**config.mk**
```make
export PLATFORM = sky130hd
export DESIGN_NAME = encoder_position_counter
export DESIGN_NICKNAME = d
export VERILOG_FILES = /design/src/rtl/enc_pkg.sv /design/src/rtl/sync_edge_detect.sv /design/src/rtl/encoder_position_counter.sv
export SDC_FILE = /design/constraint.sdc
export NUM_CORES = 1
export LEC_CHECK = 0
export CAP_MARGIN = 30
export CORE_ASPECT_RATIO = 1.1
export CORE_MARGIN = 2
export CORE_UTILIZATION = 50
export CTS_BUF_LIST = sky130_fd_sc_hd__clkbuf_16
export DETAILED_ROUTE_END_ITERATION = 16
export DONT_BUFFER_PORTS = 1
export MAX_ROUTING_LAYER = met4
export SYNTH_ARGS = -nofsm -noshare
export SYNTH_HDL_FRONTEND = slang
export SYNTH_SLANG_ARGS = --single-unit
```
**constraint.sdc**
```tcl
create_clock -name clk -period 4.07 [get_ports clk]
set_input_delay 0.814 -clock clk [delete_from_list [all_inputs] [get_ports clk]]
set_output_delay 0.814 -clock clk [all_outputs]
set_load 0.02 [all_outputs]
```
**src/rtl/enc_pkg.sv**
```systemverilog
// Shared types and constants for the encoder position counter.
// Build option POS_WRAP_EN (see encoder_position_counter.sv) selects wrap versus saturate.
package enc_pkg;

    typedef enum logic {
        S_IDLE = 1'b0,
        S_PUB  = 1'b1
    } state_t;

    localparam logic DIR_CW  = 1'b1;
    localparam logic DIR_CCW = 1'b0;

endpackage

```
**src/rtl/sync_edge_detect.sv**
```systemverilog
// Two-flop synchroniser for an asynchronous level, followed by a history flop.
// rise pulses for one clk cycle per synchronised 0->1 transition.
module sync_edge_detect (
    input  logic clk,
    input  logic rst,
    input  logic din,
    output logic rise
);

    logic sync_p0;
    logic sync_p1;
    logic prev_p2;

    always_ff @(posedge clk) begin
        if (!rst) begin
            sync_p0 <= 1'b0;
            sync_p1 <= 1'b0;
            prev_p2 <= 1'b0;
        end else begin
            sync_p0 <= din;
            sync_p1 <= sync_p0;
            prev_p2 <= sync_p1;
        end
    end

    assign rise = sync_p1 & ~prev_p2;

endmodule

```
**src/rtl/encoder_position_counter.sv**
```systemverilog
// Accumulates a bounded signed position from CW/CCW edges and publishes snapshots over valid/ready.
// Define POS_WRAP_EN to wrap at the bounds instead of saturating.
module encoder_position_counter
    import enc_pkg::*;
#(
    parameter int W       = 16,
    parameter int STEP    = 1,
    parameter int MIN_POS = -100,
    parameter int MAX_POS = 100
) (
    input  logic                clk,
    input  logic                rst,
    input  logic                x1,
    input  logic                x2,
    input  logic                clr,
    input  logic                pos_ready,
    output logic signed [W-1:0] pos_out,
    output logic                pos_valid,
    output logic                dir,
    output logic                at_min,
    output logic                at_max,
    output logic                err
);

    localparam logic signed [W:0]   STEP_EXT = STEP[W:0];
    localparam logic signed [W:0]   MIN_EXT  = MIN_POS[W:0];
    localparam logic signed [W:0]   MAX_EXT  = MAX_POS[W:0];
    localparam logic signed [W-1:0] MIN_W    = MIN_POS[W-1:0];
    localparam logic signed [W-1:0] MAX_W    = MAX_POS[W-1:0];

    logic                cw_rise;
    logic                ccw_rise;
    logic signed [W-1:0] pos;
    logic signed [W:0]   pos_ext;
    logic signed [W:0]   sum_cw;
    logic signed [W:0]   sum_ccw;
    state_t              state;
    state_t              next_state;
    logic                load;

    sync_edge_detect u_sync_cw (
        .clk  (clk),
        .rst  (rst),
        .din  (x1),
        .rise (cw_rise)
    );

    sync_edge_detect u_sync_ccw (
        .clk  (clk),
        .rst  (rst),
        .din  (x2),
        .rise (ccw_rise)
    );

    // Sums carry one guard bit so an overshoot is seen before it can wrap in W bits.
    function automatic logic signed [W-1:0] bound_pos(input logic signed [W:0] s);
`ifdef POS_WRAP_EN
        if (s > MAX_EXT) return MIN_W;
        if (s < MIN_EXT) return MAX_W;
`else
        if (s > MAX_EXT) return MAX_W;
        if (s < MIN_EXT) return MIN_W;
`endif
        return s[W-1:0];
    endfunction

    assign pos_ext = {pos[W-1], pos};
    assign sum_cw  = pos_ext + STEP_EXT;
    assign sum_ccw = pos_ext - STEP_EXT;

    // Position update: clr wins over edges; simultaneous edges hold position and flag err.
    always_ff @(posedge clk) begin
        if (!rst) begin
            pos <= '0;
            dir <= DIR_CCW;
            err <= 1'b0;
        end else begin
            if (cw_rise && ccw_rise) begin
                err <= 1'b1;
            end
            if (clr) begin
                pos <= '0;
            end else if (cw_rise && !ccw_rise) begin
                pos <= bound_pos(sum_cw);
                dir <= DIR_CW;
            end else if (ccw_rise && !cw_rise) begin
                pos <= bound_pos(sum_ccw);
                dir <= DIR_CCW;
            end
        end
    end

    assign at_min = (pos == MIN_W);
    assign at_max = (pos == MAX_W);

    // Publish stage: snapshot pos into pos_out whenever it differs from what was last offered.
    always_comb begin
        next_state = state;
        load       = 1'b0;
        case (state)
            S_IDLE: begin
                if (pos != pos_out) begin
                    load       = 1'b1;
                    next_state = S_PUB;
                end
            end
            S_PUB: begin
                if (pos_ready) begin
                    if (pos != pos_out) begin
                        load = 1'b1;
                    end else begin
                        next_state = S_IDLE;
                    end
                end
            end
            default: next_state = S_IDLE;
        endcase
    end

    always_ff @(posedge clk) begin
        if (!rst) begin
            state   <= S_IDLE;
            pos_out <= '0;
        end else begin
            state <= next_state;
            if (load) begin
                pos_out <= pos;
            end
        end
    end

    assign pos_valid = (state == S_PUB);

endmodule
```
# Word level (Yosys, flattened, before mapping)

Index checks and enable logic that the tools add are counted.

Flip-flop bits (word level): 41
Input port bits: 6
Output and inout port bits: 21

Add/subtract/negate cells: 2
Magnitude comparators: 4
Eq/ne operators: 3
Multiplexer cells: 37
Bitwise operators: 7
Reduce and logical (&&, ||, !) cells: 8

Operators by type and width:

| cell                    | count |
|---|---|
| $mux W16                | 10 |
| $gt A17 B8 Y1 const B   | 2 |
| $lt A17 B8 Y1 const B   | 2 |
| $eq A16 B8 Y1 const B   | 2 |
| $mux W1                 | 25 |
| $add A16 B2 Y17 const B | 1 |
| $sub A16 B2 Y17 const B | 1 |
| $ne A16 B16 Y1          | 1 |
| $not A1 Y1              | 5 |
| $pmux W1 S2             | 2 |
| $logic_and A1 B1 Y1     | 3 |
| $and A1 B1 Y1           | 2 |
| $logic_not A1 Y1        | 2 |
| $reduce_and A2 Y1       | 1 |
| $reduce_bool A2 Y1      | 1 |
| $reduce_or A2 Y1        | 1 |

# Logic depth before layout (Yosys ltp)

Depth after elaboration: 17
Mapped depth: 12
Mapped depth without buffers: 10

# Modules after synthesis

From an unflattened synthesis, not the netlist that was laid out.

Cell total of the unflattened synthesis: 384
Area, all modules: 2952.8 um^2

By module, submodules not included:

| module                   | instances | cells each | area an instance (um^2) | seq. area each (um^2) |
|---|---|---|---|---|
| encoder_position_counter | 1         | 370        | 2767.7                  | 700.7 |
| sync_edge_detect         | 2         | 7          | 92.6                    | 60.1 |

# Worst setup path before layout

No wires, ideal clock.

Kind: register -> register
From: register pos[2]
To: register pos[3]
Library setup time: 0.122 ns
Arrival time: 2.689 ns
Data required time: 3.948 ns
Path slack: 1.260 ns
Cell stages (with the launch flop): 11
Cell sequence: dfxtp_1 > buf_6 > or4_4 > buf_6 > nor4_1 > mux2_2 > a21oi_1 > or4b_4 > nand2_2 > a21oi_1 > o311a_1

Word-level cells in the longest chain between the ends: 12
Elaborated cells between the ends (all ways): 34
Those cells by class: add/sub: 2; order compare: 4; mux: 28

Ends and longest elaborated chain:

| what                   | RTL line                       | RTL |
|---|---|---|
| start, declared        | encoder_position_counter.sv:33 | `logic signed [W-1:0] pos;` |
| start signal, assigned | encoder_position_counter.sv:84 | `pos <= bound_pos(sum_cw);` |
| start signal, assigned | encoder_position_counter.sv:87 | `pos <= bound_pos(sum_ccw);` |
| $sub A16 B2 Y17        | encoder_position_counter.sv:69 | `assign sum_ccw = pos_ext - STEP_EXT;` |
| $lt A17 B8 Y1          | encoder_position_counter.sv:62 | `if (s < MIN_EXT) return MIN_W;` |
| $mux W1 (2 in series)  | encoder_position_counter.sv:62 |  |
| $mux W1                | encoder_position_counter.sv:86 | `end else if (ccw_rise && !cw_rise) begin` |
| $mux W1                | encoder_position_counter.sv:83 | `end else if (cw_rise && !ccw_rise) begin` |
| $mux W1                | encoder_position_counter.sv:81 | `if (clr) begin` |
| $mux W1                | encoder_position_counter.sv:73 | `if (!rst) begin` |
| $mux W16               | encoder_position_counter.sv:64 | `return s[W-1:0];` |
| $mux W16               | encoder_position_counter.sv:62 |  |
| $mux W16               | encoder_position_counter.sv:86 |  |
| $mux W16 *             | encoder_position_counter.sv:83 |  |

Mark *: on every way between the ends. The rest lies on a longest branch, timed or not. The select of a mux whose other input is x is not followed.
A chain may end at the register's enable or synchronous reset.

# Worst setup path in the final report

From: register pos[0]
To: register pos[3]

Same word-level chain as after synthesis.

==> flow_summary.toml <==
[final_layout]
nNetsFinal = 386
utilization = 0.549
multi_input_area_um2 = 1980
final_area_um2 = 3190
final_cells = 452
seqCellArea_um2 = 821
drive_gt1_frac = 0.0880
n_fill_cell = 570
area_growth_pct = 5.77
diodes = 0

[logic_synthesis]
synth_seq_cells = 41
syn_inst = 392
synth_edf_count = 0
synthArstFlopShare = 0
netlist_area_um2 = 3010
ys.flop_type = "dfxtp_1"
synth.avg_cell_area_um2 = 7.69
yosysSeqAreaShare = 0.272
syn_nets = 404
yosysUniqueCellTypes = 63
synth_warnings = 0

[sta]
fin_tns_setup_ns = 0
setup_violations = 0
tightest_slew_ns = 0.895
min_period_ns = 3.37
timing.fmax_mhz = 297
fin_crit_sh = 0.828
relSlewSlack = 0.403
slew_viol_final = 0
rsz0062_at_grt = "no"
hold_viol_final = 0
finClkSkew_ns = 0.00770

[setup_path]
critPathArrivalTime_ns = 3.55
max_stage_delay_ns = 0.71
path_buf_inv = 1
rrSetupSlack_ns = 0.70
r2r_cells = 10
cpMostUsedCell = "a21oi_1"
crit_family = "simple AND/OR/NAND/NOR gates"
critPathKind = "reg -> reg"
cp-start-kind = "flop"
r2r-start = "pos[0]"
crit_cells = 10
r2r-end = "pos[3]"
required_ns = 4.25
path_cells = "inv_1 -> ha_1 -> nor3b_1 -> and4_1 -> or3_1 -> a21oi_1 -> or4b_4 -> nand2_2 -> a21oi_1 -> o311a_1"
critPathSlowestCell = "dfxtp_1"
crit_path_max_fanout = 18
crit_path_end_kind = "flop"

[placement]
dp_cells = 444
io_buffers = 0
post-dp-hpwl_mm = 5.91
placed_area_um2 = 3020
gp_congestion = 0.949

[detailed_routing]
ant_nets = 0
drc = 0
drt_first_iter_violations = 320
vias = 2811
wirelength_mm = 8.25
via_per_inst = 6.22
wl_per_cell_um = 18.2
firstDrtPassIters = 5

[power_and_ir_drop]
combPwrFrac = 0.265
peakVddDrop_mv = 0.214
seqPwrFrac = 0.369
p_total_mw = 1.25
pwr-share-clk = 0.366
p_per_area_nw_per_um2 = 391
internal_power_uw = 843
p_sw_uw = 404
switching_share = 0.324
power.static_leakage_nw = 1.13

[hold_path]
hold_class = "reg -> reg"
hold_start = "u_sync_ccw.sync_p0"
hold_depth = 1
hold_end = "u_sync_ccw.sync_p1"

[die]
fp.dieArea_um2 = 6660
rows = 29
core_area_um2 = 5810
pin_count = 27
die_w_um = 78.0
fp.dieH_um = 85.4
start_util = 0.519

[global_route]
grt_antenna_before_repair = 0
grt_overflow = 0
grt_pass1_wl_mm = 13.6
grt_pass1_vias = 2601
grt_max_degree = 30
grt_usage = 0.264

[clocking]
clk_pin_slew_worst_paths_ns = 0.07
cts_tree = "built"
cts_resized = 0
h-tree-depth = 2
hold_buffers = 0
cts_max_path_buffers = 2
postCtsSetupBuffers = 0
cts-buffers-inserted = 5
cts-root-buf = "clkbuf_16"
clkSinkCount = 41
insertion_delay_ns = 0.29

[run_status]
outcome = "finished, final reports clean"

[job]
maxCapViolations = 0
routing by layer:
| layer | vias up | track usage | part of all wire |
|---|---|---|---|
| met3 | 25 | 0.0436 | 0.058 |
| met5 | - | - | 0 |
| met2 | 111 | 0.406 | 0.46 |
| met4 | 0 | 0.0925 | 0.029 |
| li1 | 1362 | - | - |
| met1 | 1313 | 0.353 | 0.45 |
kinds of logic after synthesis:
| family | after synthesis | share of synthesized area |
|---|---|---|
| simple gates | 161 | 0.304 |
| xor+xnor | 33 | 0.0959 |
| buf+inv | 49 | 0.0694 |
| mux | 8 | 0.0278 |
| compound gates | 94 | 0.206 |
| flops | 41 | 0.272 |
| fa+ha+maj | 6 | 0.0249 |
sequential cells by signal, summed over array words and instances (netlist names):
| name | flops |
|---|---|
| dir | 1 |
| err | 1 |
| pos | 16 |
| pos_out | 16 |
| pos_valid | 1 |
| u_sync_ccw.prev_p2 | 1 |
| u_sync_ccw.sync_p0 | 1 |
| u_sync_ccw.sync_p1 | 1 |
| u_sync_cw.prev_p2 | 1 |
| u_sync_cw.sync_p0 | 1 |
| u_sync_cw.sync_p1 | 1 |
power groups by stage:
stage               Combinational (mW)  Sequential [mW]  Clock, mW
CTS                              0.328            0.460      0.466
floorplan                        0.282            0.450          0
global route                     0.361            0.463      0.478
detailed placement               0.326            0.469          0
global placement                 0.324            0.469          0
finish                           0.330            0.460      0.457
worst register-to-register path, cell delays in order (launching register included):
cell and delay, ns:
dfxtp_1 0.71, inv_1 0.17, ha_1 0.41, nor3b_1 0.25
and4_1 0.26, or3_1 0.31, a21oi_1 0.13, or4b_4 0.52
nand2_2 0.10, a21oi_1 0.07, o311a_1 0.33
through the flow:
step	hold slack (ns)	setup WS, ns
finish	0.434	0.701
global route	0.460	0.514
CTS	0.438	0.746
detailed placement	0.423	0.771
global placement	0.413	0.847
floorplan	0.412	1.26
cells in the final DEF, fill, tap and decap left out, types with 4 or more instances in the layout:
cell / n
a21oi_1: 39
a22oi_1: 5
and2_1: 8
and3_1: 4
and4_1: 4
buf_4: 8
clkbuf_16: 5
dfxtp_1: 41
ha_1: 6
inv_1: 16
mux2i_1: 5
nand2_1: 19
nand2b_1: 9
nand3_1: 11
nand4_1: 11
nor2_1: 32
nor2b_1: 20
nor3_1: 10
nor4_1: 9
o21ai_0: 12
o31ai_1: 4
or3_1: 4
xnor2_1: 30
worst max path at each step:
stage	start	end	slack (ns)
6_report	pos[0]	pos[3]	0.70
5_1_grt	pos[0]	pos[1]	0.51
4_1_cts	pos[0]	pos[3]	0.75
3_5_place_dp	pos[0]	pos[3]	0.77
3_3_place_gp	pos[0]	pos[3]	0.85
2_1_floorplan	pos[2]	pos[3]	1.26
layout make-up:
type                    instances  share of cell area
flip-flops and latches         41               0.258
repair buffers                  8              0.0188
clock buffers                   5              0.0393
clock inverters                 3              0.0130
multi-input cells             302               0.622
inverters                      16              0.0188
well taps                      77              0.0302
synthesized netlist by cell type (5+ instances only):
| master | instances | area share |
|---|---|---|
| dfxtp_1 | 41 | 0.27 |
| buf_2 | 8 | 0.013 |
| a22oi_1 | 5 | 0.012 |
| nor4_1 | 9 | 0.019 |
| nand2b_1 | 9 | 0.019 |
| mux2i_1 | 5 | 0.017 |
| o21ai_0 | 12 | 0.020 |
| clkbuf_1 | 20 | 0.025 |
| and2_1 | 8 | 0.017 |
| a21oi_1 | 39 | 0.065 |
| inv_1 | 16 | 0.020 |
| nor3_1 | 10 | 0.017 |
| nand3_1 | 11 | 0.018 |
| nand4_1 | 11 | 0.023 |
| ha_1 | 6 | 0.025 |
| xnor2_1 | 30 | 0.087 |
| nor2_1 | 32 | 0.040 |
| nand2_1 | 19 | 0.024 |
| nor2b_1 | 20 | 0.042 |
Note: power is estimated with default switching activity, not from simulation.
